[config.mk]
export PLATFORM = sky130hd
export DESIGN_NAME = cacheline_burst_adaptor
export DESIGN_NICKNAME = d
export VERILOG_FILES = /design/src/rtl/cacheline_burst_adaptor.sv
export SDC_FILE = /design/constraint.sdc
export NUM_CORES = 1
export LEC_CHECK = 0
export ABC_AREA = 1
export CAP_MARGIN = 20
export CORE_ASPECT_RATIO = 0.75
export CORE_MARGIN = 3
export CORE_UTILIZATION = 30
export CTS_BUF_LIST = sky130_fd_sc_hd__clkbuf_16
export DETAILED_ROUTE_END_ITERATION = 16
export GPL_ROUTABILITY_DRIVEN = 0
export PLACE_DENSITY = 0.61
export RECOVER_POWER = 100
export SLEW_MARGIN = 20
export SYNTH_ARGS = -nofsm -noshare
export SYNTH_HDL_FRONTEND = slang
export SYNTH_SLANG_ARGS = --single-unit
[constraint.sdc]
create_clock -name clk -period 4.1 [get_ports clk]
set_input_delay 0.82 -clock clk [delete_from_list [all_inputs] [get_ports clk]]
set_output_delay 0.82 -clock clk [all_outputs]
set_load 0.02 [all_outputs]
[src/rtl/cacheline_burst_adaptor.sv]
// Bridges the L2 line interface to a beat-serialised memory port.
// A line transfer is split into LINE_W/BURST_W beats, one per resp_i.
module cacheline_burst_adaptor #(
  parameter int LINE_W  = 256,
  parameter int BURST_W = 64
) (
  input  logic               clk,
  input  logic               rst,
  input  logic               read_i,
  input  logic               write_i,
  input  logic [31:0]        address_i,
  input  logic [LINE_W-1:0]  line_i,
  output logic [LINE_W-1:0]  line_o,
  output logic               resp_o,
  output logic               read_o,
  output logic               write_o,
  output logic [31:0]        address_o,
  output logic [BURST_W-1:0] burst_o,
  input  logic [BURST_W-1:0] burst_i,
  input  logic               resp_i
);

  localparam int BURST_LEN = LINE_W / BURST_W;
  localparam int CNT_W     = (BURST_LEN > 1) ? $clog2(BURST_LEN) : 1;
  localparam int OFF_W     = $clog2(LINE_W / 8);
  localparam logic [31:0]      ALIGN_MASK = ~((32'd1 << OFF_W) - 32'd1);
  localparam logic [CNT_W-1:0] LAST_BEAT  = CNT_W'(BURST_LEN - 1);

  typedef enum logic [1:0] {IDLE, READ, WRITE, DONE} state_t;

  state_t             r_state;
  logic [CNT_W-1:0]   r_count;
  logic [LINE_W-1:0]  r_wbuf;

  logic               w_last;
  logic [CNT_W-1:0]   w_count_nxt;
  logic [31:0]        w_addr_aligned;

  assign w_last         = (r_count == LAST_BEAT);
  assign w_count_nxt    = r_count + 1'b1;
  assign w_addr_aligned = address_i & ALIGN_MASK;

  always_ff @(posedge clk) begin
    if (!rst) begin
      r_state   <= IDLE;
      r_count   <= '0;
      r_wbuf    <= '0;
      line_o    <= '0;
      resp_o    <= 1'b0;
      read_o    <= 1'b0;
      write_o   <= 1'b0;
      address_o <= '0;
      burst_o   <= '0;
    end else begin
      case (r_state)
        IDLE: begin
          resp_o <= 1'b0;
          // read wins so a fill is never stalled behind a simultaneous writeback
          if (read_i) begin
            address_o <= w_addr_aligned;
            r_count   <= '0;
            read_o    <= 1'b1;
            r_state   <= READ;
          end else if (write_i) begin
            address_o <= w_addr_aligned;
            r_count   <= '0;
            r_wbuf    <= line_i;
            burst_o   <= line_i[BURST_W-1:0];
            write_o   <= 1'b1;
            r_state   <= WRITE;
          end
        end
        READ: begin
          if (resp_i) begin
            line_o[int'(r_count)*BURST_W +: BURST_W] <= burst_i;
            r_count <= w_count_nxt;
            if (w_last) begin
              r_count <= '0;
              read_o  <= 1'b0;
              resp_o  <= 1'b1;
              r_state <= DONE;
            end
          end
        end
        WRITE: begin
          if (resp_i) begin
            r_count <= w_count_nxt;
            if (w_last) begin
              r_count <= '0;
              write_o <= 1'b0;
              resp_o  <= 1'b1;
              r_state <= DONE;
            end else begin
              burst_o <= r_wbuf[int'(w_count_nxt)*BURST_W +: BURST_W];
            end
          end
        end
        DONE: begin
          resp_o  <= 1'b0;
          r_state <= IDLE;
        end
        default: r_state <= IDLE;
      endcase
    end
  end

endmodule

==> results.json <==
{
  "vdd_drop_max_mv": 0.4000,
  "min_to": "r_wbuf[142]$_SDFFE_PN0P_",
  "clock_sinks": 610,
  "drive_above_1_share_pct": 3.612,
  "area_delta_synth_final_pct": 38.77,
  "drtIter0Drc": 1883,
  "min_from": "r_wbuf[142]$_SDFFE_PN0P_",
  "grt_use_total_pct": 21.59,
  "cp_data_required_time_ns": 4.60,
  "synth_fa_ha_area_share_pct": 0.5376,
  "r2r_cells": 8,
  "dieHeight_um": 259,
  "die_w_um": 343.3,
  "coreArea_mm2": 0.08426,
  "setup_ws_ns": 0.7826,
  "ys_seq_area_share_pct": 47.70,
  "drc": 0,
  "cts_max_level": 3,
  "violations": "max-capacitance violations, max-slew violations",
  "status": "finished with violations",
  "synth_top_family_by_area": "simple AND/OR/NAND/NOR gates",
  "synthCells": 3655,
  "cts_made_buffers": 68,
  "fin_nets": 4553,
  "busiest_layer": "met2",
  "finalSetupViolCount": 0,
  "synthTopCellsByArea": "dfxtp_1 48%, nand2_1 12%, a21oi_1 11%, o21ai_0 6.9%, nor2_1 5.5%",
  "hold_viol_final": 0,
  "p_total_w": 0.02015,
  "maxCapViolCount": 1,
  "pre_cts_slack_ns": 1.077,
  "maxSlewHeadroom_pct": -29.82,
  "slew_violations": 67,
  "min_period_ns": 3.317,
  "synth-compound-area-share_pct": 19.48,
  "leakage_nw": 14.53,
  "cts-root-buf": "clkbuf_16",
  "fin_setup_tns_ns": 0,
  "postRouteAntennaNets": 0,
  "antenna_found_initial": 26,
  "gr-total-overflow": 0,
  "synth_top_area_share_pct": 47.70,
  "syn_area_per_cell_um2": 7.005,
  "grtUsageMet3_pct": 5.546,
  "synth-edff-count": 0,
  "post_cts_buffers": 0,
  "clock_latency_ns": 0.62,
  "row_count": 92,
  "yosysWarnings": 0,
  "r2r_setup_slack_ns": 0.78,
  "path_class": "register to register",
  "ioPinCount": 712,
  "die_area_mm2": 0.08892,
  "ys_ff_latch": 610,
  "synthFlopType": "dfxtp_1",
  "vias": 25340,
  "grt_use_met2_pct": 35.04,
  "worstSetupStartpoint": "r_count[1]$_SDFFE_PN0P_",
  "r2r_start": "r_count[1]$_SDFFE_PN0P_",
  "clk_pin_slew_ns": 0.06,
  "fin_skew_ns": 0.02635,
  "synthXorXnorAreaFrac_pct": 0,
  "routedWlPerCell_um": 18.62,
  "worstHoldPathCells": 2,
  "dr.pass1.iters": 5,
  "vias_per_cell": 4.710,
  "fmax_mhz": 301.4,
  "worstPathArrival_ns": 3.81,
  "synth_cell_types": 24,
  "r2r-end": "burst_o[56]$_SDFFE_PN0P_",
  "synth.area.mux_share_pct": 0,
  "totalWireLength_mm": 100.2,
  "hpwl_mm": 66.68,
  "cts_tree": "done",
  "cp-end-kind": "register",
  "startpoint_type": "register",
  "async_flop_share_pct": 0,
  "hold_buffers": 0,
  "grt.met1_usage_pct": 27.81,
  "tightest_slew_ns": 1.947,
  "fin_crit_sh_pct": 80.91,
  "grt_pass1_vias": 23490,
  "cts_resized": 0,
  "port_buffers": 701,
  "grt_max_degree": 195,
  "rsz0062_at_grt": "no",
  "start_util_pct": 30.39,
  "yosys.area.top_type": "dfxtp_1",
  "fill_cells": 8743,
  "powerDensity_mw_per_mm2": 567.1,
  "synthSimpleGateAreaFrac_pct": 22.40,
  "cp_max_fo": 66,
  "cts.path.max_buffers": 3,
  "worstHoldPathType": "register to register",
  "mappedNetlistArea_mm2": 0.02560,
  "grt_pass1_wl_mm": 148.4
}
-- state kept, by name (all words and copies together), names as in the netlist --
signal	flops
line_o	256
r_wbuf	256
burst_o	64
address_o	27
r_count	2
r_state	2
read_o	1
resp_o	1
write_o	1
-- stage by stage --
step                      util [%]  hold slack [ns]  area [um2]  std cells
final                        42.17           0.4447       35530       5380
after global routing         42.16           0.4566       35530       5378
after CTS                    42.19           0.4454       35550       5364
after detailed placement     39.66           0.4365       33420       5243
after global placement       39.66           0.4328       33420       5243
after floorplan                  -           0.4237       25620       3659
-- power breakdown --
group | total [W] | internal, W | switching, W
clock | 0.00597 | 0.00329 | 0.00268
combinational | 0.00693 | 0.00229 | 0.00464
sequential | 0.00724 | 0.00683 | 0.000411
-- per-layer routing --
metal	vias to the layer above	wire length, um
met4	22	2831
met5	-	159
met1	11630	43250
met3	162	7158
met2	763	46760
li1	12760	-
-- cells in the final DEF, fill, tap and decap left out, types with 2 or more instances in the layout --
master / Yosys / routed
nand2_1: 818 / 816
dfxtp_1: 610 / 610
a21oi_1: 542 / 542
nor2_1: 374 / 373
inv_1: 341 / 354
o21ai_0: 354 / 353
dlygate4sd3_1: 0 / 351
clkdlybuf4s50_1: 0 / 349
nand3_1: 235 / 236
clkbuf_16: 0 / 69
o21bai_1: 64 / 64
buf_4: 5 / 22
diode_2: 0 / 16
clkinv_1: 2 / 15
buf_12: 0 / 15
clkinv_2: 0 / 10
ha_1: 11 / 9
nor2_4: 3 / 6
conb_1: 1 / 5
inv_6: 0 / 4
bufinv_16: 0 / 3
clkinv_8: 0 / 3
clkinvlp_4: 0 / 3
clkbuf_1: 165 / 3
clkbuf_2: 0 / 3
inv_2: 3 / 2
nand2_2: 0 / 2
ha_2: 0 / 2
clkinv_4: 0 / 2
-- cell usage after synthesis, types with 2 or more instances --
| cell type | number |
|---|---|
| clkinv_1 | 2 |
| o21bai_1 | 64 |
| ha_1 | 11 |
| dfxtp_1 | 610 |
| nor2_1 | 374 |
| a21oi_1 | 542 |
| nand3_1 | 235 |
| buf_2 | 103 |
| o21ai_0 | 354 |
| inv_2 | 3 |
| nand2_1 | 818 |
| buf_4 | 5 |
| nor2_2 | 3 |
| inv_1 | 341 |
| nor2_4 | 3 |
| clkbuf_1 | 165 |
| buf_1 | 15 |
-- critical path: stages (launching register included) --
cell,delay (ns)
dfxtp_1,0.41
inv_1,0.11
ha_2,0.34
clkbuf_2,1.36
nand3_1,0.51
nand2_1,0.19
nor2_1,0.07
nor2_1,0.12
nor2_1,0.04
-- how the worst max path moves through the flow --
stage	end	slack [ns]	cells past startpoint
after global routing	burst_o[57]$_SDFFE_PN0P_	0.62	8
after CTS	read_o	1.37	1
after global placement	line_o[230]$_SDFFE_PN0P_	1.14	8
after detailed placement	line_o[233]$_SDFFE_PN0P_	1.08	8
final	burst_o[56]$_SDFFE_PN0P_	0.78	8
after floorplan	burst_o[13]$_SDFFE_PN0P_	1.93	12
-- cells by family (layout without fill, tap and decap cells) --
logic type / after synthesis / count (layout)
simple gates: 1436 / 1436
other cells: 1 / 21
flops: 610 / 610
compound gates: 963 / 963
fa+ha+maj: 11 / 11
buf+inv: 634 / 1211
-- layout make-up --
cell class	count	area [um2]	area share (%)
multi-input cells	2415	10920	30.74
well taps	1128	1411	3.972
repair buffers	744	7513	21.15
clock inverters	52	401.6	1.130
diodes	16	40.04	0.1127
inverters	346	1305	3.673
flip-flops and latches	610	12210	34.37
clock buffers	69	1727	4.860
(Power assumes the default switching activity.)
